## src/rtl/au_pkg.sv

```systemverilog
// Shared types and constants for the shared add/multiply scheduler.
// Latency: n/a (declarations only).
// Backpressure: n/a.
package au_pkg;

  localparam logic OP_ADD   = 1'b0;
  localparam logic OP_MUL   = 1'b1;
  localparam int   LAT_DFLT = 4;

  typedef enum logic [1:0] {
    RUN     = 2'd0,
    DRAIN   = 2'd1,
    DRAINED = 2'd2
  } state_t;

  // One in-flight slot: occupied flag plus the requester that issued it.
  typedef struct packed {
    logic valid;
    logic id;
  } tag_t;

endpackage

```

## src/rtl/au_share_ctrl_if.sv

```systemverilog
// Client-side request/response bundle for the shared arithmetic scheduler.
// Latency: n/a (wires only).
// Backpressure: per-requester valid/ready on requests; responses are strobes with no backpressure.
interface au_share_ctrl_if #(
  parameter int DW = 8,
  parameter int RW = 2 * DW
);
  logic          req0_valid;
  logic          req0_ready;
  logic [DW-1:0] req0_a;
  logic [DW-1:0] req0_b;
  logic          req0_op;
  logic          req1_valid;
  logic          req1_ready;
  logic [DW-1:0] req1_a;
  logic [DW-1:0] req1_b;
  logic          req1_op;
  logic          rsp0_valid;
  logic          rsp1_valid;
  logic [RW-1:0] rsp_data;

  // Client side: issues requests, consumes responses.
  modport master (
    output req0_valid, req0_a, req0_b, req0_op,
    output req1_valid, req1_a, req1_b, req1_op,
    input  req0_ready, req1_ready, rsp0_valid, rsp1_valid, rsp_data
  );

  // Scheduler side.
  modport slave (
    input  req0_valid, req0_a, req0_b, req0_op,
    input  req1_valid, req1_a, req1_b, req1_op,
    output req0_ready, req1_ready, rsp0_valid, rsp1_valid, rsp_data
  );
endinterface

```

## src/rtl/rr_arb2.sv

```systemverilog
// Two-way round-robin arbiter; on a tie the requester not granted last wins.
// Latency: grant is combinational; pointer updates on the clock edge of a granted cycle.
// Backpressure: en=0 freezes the pointer (grant still computed, caller masks it).
module rr_arb2 (
  input  logic       clk,
  input  logic       rst_n,
  input  logic [1:0] req,
  input  logic       en,
  output logic [1:0] gnt
);

  // Id of the most recently granted requester; reset to 1 so req0 wins the first tie.
  logic last_id;

  // Grant: lone requester wins, tie goes to the one not granted last.
  always_comb begin
    gnt = 2'b00;
    if (req[0] && (!req[1] || last_id)) begin
      gnt[0] = 1'b1;
    end else if (req[1]) begin
      gnt[1] = 1'b1;
    end
  end

  // Pointer moves only when a grant is actually taken.
  always_ff @(posedge clk or negedge rst_n) begin
    if (!rst_n) begin
      last_id <= 1'b1;
    end else if (en && (gnt != 2'b00)) begin
      last_id <= gnt[1];
    end
  end

endmodule

```

## src/rtl/au_share_ctrl.sv

```systemverilog
// Shares one pipelined add/multiply unit between two requesters, with drain/quiesce control.
// Latency: issue is same-cycle as accept; response strobe LAT cycles after accept.
// Backpressure: one accept per cycle, round-robin; ready held low while draining; no response backpressure.
module au_share_ctrl
  import au_pkg::*;
#(
  parameter int DW  = 8,
  parameter int RW  = 2 * DW,
  parameter int LAT = LAT_DFLT
) (
  input  logic                 clk,
  input  logic                 rst_n,
  au_share_ctrl_if.slave       cif,
  output logic [DW-1:0]        au_a,
  output logic [DW-1:0]        au_b,
  output logic                 au_op_sel,
  input  logic [RW-1:0]        au_result,
  input  logic                 drain_req,
  output logic                 drain_done,
  output logic                 busy
);

  state_t     state;
  state_t     state_nxt;
  tag_t       tag [LAT];
  logic [1:0] gnt;
  logic       run;
  logic       accept;
  logic       win_id;
  logic       ahead_busy;

  rr_arb2 u_arb (
    .clk   (clk),
    .rst_n (rst_n),
    .req   ({cif.req1_valid, cif.req0_valid}),
    .en    (run),
    .gnt   (gnt)
  );

  assign accept = run & (gnt != 2'b00);
  assign win_id = gnt[1];

  // Issue mux: winner's operands on accept, an all-zero bubble otherwise.
  always_comb begin
    au_a      = '0;
    au_b      = '0;
    au_op_sel = OP_ADD;
    if (accept) begin
      au_a      = win_id ? cif.req1_a  : cif.req0_a;
      au_b      = win_id ? cif.req1_b  : cif.req0_b;
      au_op_sel = win_id ? cif.req1_op : cif.req0_op;
    end
  end

  // Tag pipe tracks the unit's stages one-for-one; reset discards in-flight work.
  always_ff @(posedge clk or negedge rst_n) begin
    if (!rst_n) begin
      for (int i = 0; i < LAT; i++) tag[i] <= '0;
    end else begin
      tag[0] <= '{valid: accept, id: win_id};
      for (int i = 1; i < LAT; i++) tag[i] <= tag[i-1];
    end
  end

  // Occupancy: busy covers every stage; ahead_busy excludes the stage retiring now,
  // so the drain can complete in the same cycle the last response leaves.
  always_comb begin
    busy       = 1'b0;
    ahead_busy = 1'b0;
    for (int i = 0; i < LAT; i++)     busy       = busy | tag[i].valid;
    for (int i = 0; i < LAT - 1; i++) ahead_busy = ahead_busy | tag[i].valid;
  end

  // Response strobe steered by the tag leaving the last stage.
  always_comb begin
    cif.rsp0_valid = tag[LAT-1].valid & ~tag[LAT-1].id;
    cif.rsp1_valid = tag[LAT-1].valid &  tag[LAT-1].id;
    cif.rsp_data   = tag[LAT-1].valid ? au_result : '0;
  end

  // FSM state register.
  always_ff @(posedge clk or negedge rst_n) begin
    if (!rst_n) state <= RUN;
    else        state <= state_nxt;
  end

  // FSM next state: dropping drain_req always returns to normal operation.
  always_comb begin
    state_nxt = state;
    case (state)
      RUN:     if (drain_req) state_nxt = DRAIN;
      DRAIN:   if (!drain_req)      state_nxt = RUN;
               else if (!ahead_busy) state_nxt = DRAINED;
      DRAINED: if (!drain_req) state_nxt = RUN;
      default: state_nxt = RUN;
    endcase
  end

  // FSM outputs: acceptance only in RUN, done flag only in DRAINED.
  always_comb begin
    run            = (state == RUN);
    drain_done     = (state == DRAINED);
    cif.req0_ready = run & gnt[0];
    cif.req1_ready = run & gnt[1];
  end

endmodule

```

## src/flat_wrapper.sv

```systemverilog
// flat-port wrapper written by rule: the top's interface ports become plain ports
module au_share_ctrl_flat import au_pkg::*;
#(
  parameter int DW  = 8,
  parameter int RW  = 2 * DW,
  parameter int LAT = LAT_DFLT
)
  (clk, rst_n, au_a, au_b, au_op_sel, au_result, drain_req, drain_done, busy, cif_req0_valid, cif_req0_a, cif_req0_b, cif_req0_op, cif_req1_valid, cif_req1_a, cif_req1_b, cif_req1_op, cif_req0_ready, cif_req1_ready, cif_rsp0_valid, cif_rsp1_valid, cif_rsp_data);
  au_share_ctrl_if #(.DW(DW), .RW(RW)) cif_i ();
  input  logic clk;
  input  logic rst_n;
  output logic [DW-1:0] au_a;
  output logic [DW-1:0] au_b;
  output logic au_op_sel;
  input  logic [RW-1:0] au_result;
  input  logic drain_req;
  output logic drain_done;
  output logic busy;
  input wire logic [$bits(cif_i.req0_valid)-1:0] cif_req0_valid;
  input wire logic [$bits(cif_i.req0_a)-1:0] cif_req0_a;
  input wire logic [$bits(cif_i.req0_b)-1:0] cif_req0_b;
  input wire logic [$bits(cif_i.req0_op)-1:0] cif_req0_op;
  input wire logic [$bits(cif_i.req1_valid)-1:0] cif_req1_valid;
  input wire logic [$bits(cif_i.req1_a)-1:0] cif_req1_a;
  input wire logic [$bits(cif_i.req1_b)-1:0] cif_req1_b;
  input wire logic [$bits(cif_i.req1_op)-1:0] cif_req1_op;
  output wire logic [$bits(cif_i.req0_ready)-1:0] cif_req0_ready;
  output wire logic [$bits(cif_i.req1_ready)-1:0] cif_req1_ready;
  output wire logic [$bits(cif_i.rsp0_valid)-1:0] cif_rsp0_valid;
  output wire logic [$bits(cif_i.rsp1_valid)-1:0] cif_rsp1_valid;
  output wire logic [$bits(cif_i.rsp_data)-1:0] cif_rsp_data;
  assign cif_i.req0_valid = cif_req0_valid;
  assign cif_i.req0_a = cif_req0_a;
  assign cif_i.req0_b = cif_req0_b;
  assign cif_i.req0_op = cif_req0_op;
  assign cif_i.req1_valid = cif_req1_valid;
  assign cif_i.req1_a = cif_req1_a;
  assign cif_i.req1_b = cif_req1_b;
  assign cif_i.req1_op = cif_req1_op;
  assign cif_req0_ready = cif_i.req0_ready;
  assign cif_req1_ready = cif_i.req1_ready;
  assign cif_rsp0_valid = cif_i.rsp0_valid;
  assign cif_rsp1_valid = cif_i.rsp1_valid;
  assign cif_rsp_data = cif_i.rsp_data;
  au_share_ctrl #(.DW(DW), .RW(RW), .LAT(LAT)) u_core (.clk(clk), .rst_n(rst_n), .cif(cif_i), .au_a(au_a), .au_b(au_b), .au_op_sel(au_op_sel), .au_result(au_result), .drain_req(drain_req), .drain_done(drain_done), .busy(busy));
endmodule
```

## config.mk

```make
export PLATFORM = sky130hd
export DESIGN_NAME = au_share_ctrl_flat
export DESIGN_NICKNAME = d
export VERILOG_FILES = /design/src/rtl/au_pkg.sv /design/src/rtl/au_share_ctrl_if.sv /design/src/rtl/rr_arb2.sv /design/src/rtl/au_share_ctrl.sv /design/src/flat_wrapper.sv
export SDC_FILE = /design/constraint.sdc
export NUM_CORES = 1
export LEC_CHECK = 0
export CORE_MARGIN = 1.5
export CORE_UTILIZATION = 27
export CTS_BUF_LIST = sky130_fd_sc_hd__clkbuf_8
export DETAILED_ROUTE_END_ITERATION = 8
export PLACE_DENSITY = 0.92
export SLEW_MARGIN = 20
export SYNTH_ARGS = -nofsm -noshare
export SYNTH_HDL_FRONTEND = slang
export SYNTH_SLANG_ARGS = --single-unit
```

## constraint.sdc

```tcl
create_clock -name clk -period 1.9 [get_ports clk]
set_clock_uncertainty 0.2 [all_clocks]
set_input_delay 0.38 -clock clk [delete_from_list [all_inputs] [get_ports clk]]
set_output_delay 0.38 -clock clk [all_outputs]
set_load 0.01 [all_outputs]
```

Yosys cells after proc, flatten, opt, wreduce, memory -nomap -nowiden
Index checks and enable logic that the tools add are counted.
- output and inout bits: 39
- register bits: 11
- word-level logic and storage cells: 46
- reductions and logical operators: 7
- mux-type cells: 15
- equality and inequality tests: 5
- bitwise operators: 9
- operators with widths (cell ; number):
    two-way mux 8 bit ; 4
    two-way mux 16 bit ; 1
    two-way mux 2 bit ; 4
    case mux 2 bit (3 select lines) ; 1
    AND 1 bit ; 5
    two-way mux 1 bit ; 5
    != test 2 bit (second input constant) ; 2
    != test 3 bit (second input constant) ; 1
    bitwise OR 1 bit ; 3
    AND reduction 3 bit ; 1
    equality test 2 x 1 -> 1 bit (second input constant) ; 1
    equality test 2 bit (second input constant) ; 1
    logical AND 1 bit ; 2
    zero test 2 bit ; 1
    nonzero test 2 bit ; 1
    zero test 1 bit ; 1
    logical OR 1 bit ; 1
    NOT 1 bit ; 1

Longest topological paths before layout
- depth after elaboration: 7
- depth in mapped cells: 6

By module
A second synthesis with hierarchy kept.
- cells, all modules: 106
- area, all modules: 875.8 sq um
- modules (own cells, without submodules) (module ; area an instance (sq um) ; cells each ; times used ; seq. area each (sq um)):
    au_share_ctrl ; 819.5 ; 100 ; 1 ; 250.2
    rr_arb2 ; 56.3 ; 6 ; 1 ; 26.3

Worst setup path before layout
OpenSTA, ideal clock, no wires.
- path type: flip-flop to output port
- start point: reg u_core.u_arb.last_id
- end point: out au_a[0]
- data arrival time: 1.195 ns
- setup slack: 0.125 ns
- data required time: 1.320 ns
- cell stages (with the launch flop): 6
- cell sequence: dfstp_2 > a21bo_1 > buf_6 > buf_2 > nand2_1 > a21oi_2
- word-level cells in the longest chain between the ends: 6
- elaborated cells between the ends (all ways): 8
- classes of those cells: 4 x mux; 1 x bitwise; 3 x reduce/logical
- RTL lines (item ; RTL line ; RTL):
    from (decl) ; rr_arb2.sv:13 ; logic last_id;
    from (signal assigned) ; rr_arb2.sv:30 ; last_id <= gnt[1];
    logical OR 1 bit * ; rr_arb2.sv:18 ; if (req[0] && (!req[1] || last_id)) begin
    logical AND 1 bit * ; rr_arb2.sv:18 ;
    two-way mux 1 bit ; rr_arb2.sv:18 ;
    nonzero test 2 bit ; au_share_ctrl.sv:40 ; assign accept = run & (gnt != 2'b00);
    AND 1 bit ; au_share_ctrl.sv:40 ;
    two-way mux 8 bit * ; au_share_ctrl.sv:48 ; if (accept) begin
    to (decl) ; flat_wrapper.sv:12 ; output logic [DW-1:0] au_a;
Every way passes the cells marked *; elsewhere a longest branch is shown, timed or not.

Worst setup path after layout
- start point: reg u_core.u_arb.last_id
- end point: out au_b[7]
- word-level cells in the longest chain between the ends: 6
- elaborated cells between the ends (all ways): 8
- classes of those cells: 4 x mux; 1 x bitwise; 3 x reduce/logical
- RTL lines (item ; RTL line ; RTL):
    logical OR 1 bit * ; rr_arb2.sv:18 ;
    logical AND 1 bit * ; rr_arb2.sv:18 ;
    two-way mux 1 bit ; rr_arb2.sv:18 ;
    nonzero test 2 bit ; au_share_ctrl.sv:40 ;
    AND 1 bit ; au_share_ctrl.sv:40 ;
    two-way mux 8 bit * ; au_share_ctrl.sv:48 ;
    to (decl) ; flat_wrapper.sv:13 ; output logic [DW-1:0] au_b;
Marked as above.

==> results by group <==
Timing
  – Final slew viol count: 0
  – Slew margin rel.: 67.9%
  – Final Hold Fails: 0
  – Clock period minus worst slack: 2.12 ns
  – Peak Freq: 471 MHz
  – Share of the cycle needed by the critical path after routing: 112%
  – RSZ-0062 raised after global routing: yes
  – Final Setup Violations: 18
  – Slew @ Worst Pin: 0.480 ns
  – Post-route setup slack: -0.223 ns

Synth
  – Synth Warn #: 0
  – Yosys top cell area share: 31.5%
  – Sequential area share after synthesis: 34.9%
  – Mapped Area: 793 sq um
  – Syn nets: 157
  – Distinct cell type count after synthesis: 23
  – Synth top area cells: dfrtp_1 (32%), nand2_1 (16%), and2_1 (13%)
  – Post-synthesis simple-gate area fraction: 36.9%
  – Adder-cell share of the synthesized area: 0%
  – Avg Cell Area, Syn: 7.78 sq um
  – Yosys top cell by area: dfrtp_1
  – Top-count cell post-synth: nand2_1
  – Number of enable flip-flop cells after synthesis: 0
  – Main combinational cell family by area after synthesis: simple AND/OR/NAND/NOR gates
  – Cell count after synthesis: 102
  – XOR/XNOR Fraction of Synth Area: 0%
  – Synth Area in Compound Gates: 20.5%
  – Dominant synthesized flop cell: dfrtp_1
  – Seq cells post-synth: 11
  – Synth cell count leaders: nand2_1 (33), and2_1 (17), a21oi_1 (10), dfrtp_1 (10), a21oi_2 (9)
  – Mux share of post-synthesis cell area: 0%
  – Async SR Flop Fraction: 100%

GRT
  – Total gr overflow: 0
  – Global-route wire length before repair: 5520 microns
  – Initial antenna violation count: 0
  – Gr usage total: 21.6%
  – Largest net degree at the start of global routing: 19
  – Vias in the first global route: 1263

CTS
  – CTS tree: done
  – Insertion delay to the later sink of the worst-skew pair: 0.23 ns
  – CTS Buf Count: 3
  – Clock root buffer master: clkbuf_8
  – Deepest clock path buffer count: 2
  – Hold-fix buffers, CTS: 0
  – CTS Sinks: 11
  – Clock transition at the registers of the reported paths: 0.05 ns
  – Number of H-tree levels: 1

Critical path
  – CP arrival: 1.54 ns
  – Crit path cell chain: a21bo_4 > buf_6 > buf_16 > nand2_2 > a21oi_1 > buf_2
  – CP Max Fanout: 4
  – Startpoint types: flip-flop
  – Critical Path Start: u_core.u_arb.last_id$_DFFE_PN1P_
  – Crit path required time: 1.32 ns
  – Buf+Inv Stages, Crit Path: 3
  – Crit Path Category: flip-flop to output pin
  – CP Capture Type: output pin
  – Slowest stage delay, CP: 0.54 ns
  – CP top delay family: flip-flops
  – R2r setup slk: 0.44 ns
  – Reg2Reg Launch Point: u_core.u_arb.last_id$_DFFE_PN1P_
  – Slowest library cell on the worst path: dfstp_2

Drt
  – Detailed route wirelength on metal2: 1810 microns
  – Wire length per cell: 13.9 microns
  – Via/cell ratio: 4.75
  – Met1 wire length: 1310 microns
  – Post-Route WL: 3450 microns
  – DRC violations left: 0
  – DR vias: 1182
  – Top sig layer: met4
  – DRT Pass-1 Iters: 2
  – Post-DRT Antenna Nets: 0
  – Initial drt markers: 33
  – Met3 routed WL: 315 microns

Power
  – Power Dens Cells: 603 mW/mm^2
  – Max VDD drop: 0.523 mV
  – Overall Power: 1.25 mW
  – Leakage power: 1.01 nW

Place
  – GPL Wtd Cong: 0.698
  – Post-Place Cells: 235
  – Buffers on Ports: 93
  – Place WS: -0.762 ns
  – HPWL Detailed: 2280 microns

Min path
  – Hold Startpoint: u_core.tag[4]$_DFF_PN0_
  – Hold/Removal Path Class: flip-flop to flip-flop

Finish
  – Ant diodes: 0
  – Area grow syn2layout: 162%
  – Final nets: 274
  – Share of layout cells above drive strength 1: 42.7%
  – Number of fill cells: 205
  – Register area: 277 sq um
  – Finished Layout Cells: 249
  – Multi-input gate area: 611 sq um

Floorplanning
  – Core Rows: 19
  – Core Box Area: 0.00278 sq mm
  – Initial core utilization: 28.5%
  – Total die area: 0.00327 sq mm
  – Top Ports: 94
  – Chip Width: 57.2 microns
  – Die height: 57.2 microns

Run status
  – Status: finished, violations left
  – Failing checks: negative setup slack

Job
  – Max_cap viols: 0
[metal layers]
metal  vias up  global-route usage [%]
li1        563                       -
met1       541                    23.3
met4         0                    5.98
met2        76                    40.6
met5         -                       0
met3         2                    6.58
[flip-flops by register name, indices dropped and copies added, names as in the netlist]
| name | cells |
|---|---|
| u_core.u_arb.last_id | 1 |
| u_core.state | 2 |
| u_core.tag | 8 |
[repair_timing]
item                                    4_1_cts  5_1_grt
pin swaps                                    29        3
buffers inserted                              7        0
resized for setup                           148       12
endpoints found under the setup margin       39       19
cloned                                        4        0
[placed cells by master, fill, tap and decap left out, types with 3 or more instances in the layout]
cell type	n
buf_6	5
buf_16	3
nand2_4	12
buf_2	20
nand2_1	15
dfrtp_1	10
nand2_2	8
a21oi_2	17
and2_1	17
nor2b_1	4
dlygate4sd2_1	19
clkbuf_8	3
clkdlybuf4s50_1	52
buf_4	13
[report_power, final]
part	total, mW	internal [mW]	switching [mW]
clock network	0.218	0.141	0.0768
logic	0.739	0.404	0.335
registers	0.295	0.277	0.0187
[worst reg2reg max path, delay by kind of cell (launching register included)]
kind / cells / cell delay [ns]
AO/OA/AOI/OAI: 1 / 0.14
buffers and inverters: 4 / 0.47
flip-flops: 1 / 0.54
[path summary, 6_finish.rpt]
path                                                          to  cells after the start
worst max-delay path                                     au_b[7]                      6
worst min-delay path                     u_core.tag[2]$_DFF_PN0_                      0
worst max register to register           u_core.tag[6]$_DFF_PN0_                      5
worst min register to register           u_core.tag[2]$_DFF_PN0_                      0
max in group asynchronous       u_core.u_arb.last_id$_DFFE_PN1P_                      1
min in group asynchronous            u_core.state[0]$_DFFE_PN0P_                      1
[cells by family after synthesis]
logic type | after synthesis
AND/OR/NAND/NOR | 60
AO/OA/AOI/OAI | 23
flip-flops | 11
buffers and inverters | 8
[through the flow]
step	util [%]	hold slack (ns)	area [sq um]	setup TNS [ns]
after global routing	74.7	0.155	2080	-3.76
after floorplan	-	-0.116	793	0
after global placement	66.0	0.135	1840	-14.82
final	74.7	0.144	2080	-3.00
after detailed placement	66.0	0.135	1840	-15.88
after CTS	73.4	0.145	2040	-2.66
[final cells by class]
cell class	count	share of cell area (%)
multi-input combinational	83	29.4
timing repair buffer	116	51.7
tap	31	1.87
clock inverter	1	0.181
timing repair inverter	1	0.783
sequential	11	13.3
clock buffer	3	1.99
inverter	3	0.783
No activity file was read; power rests on OpenSTA's default activity.
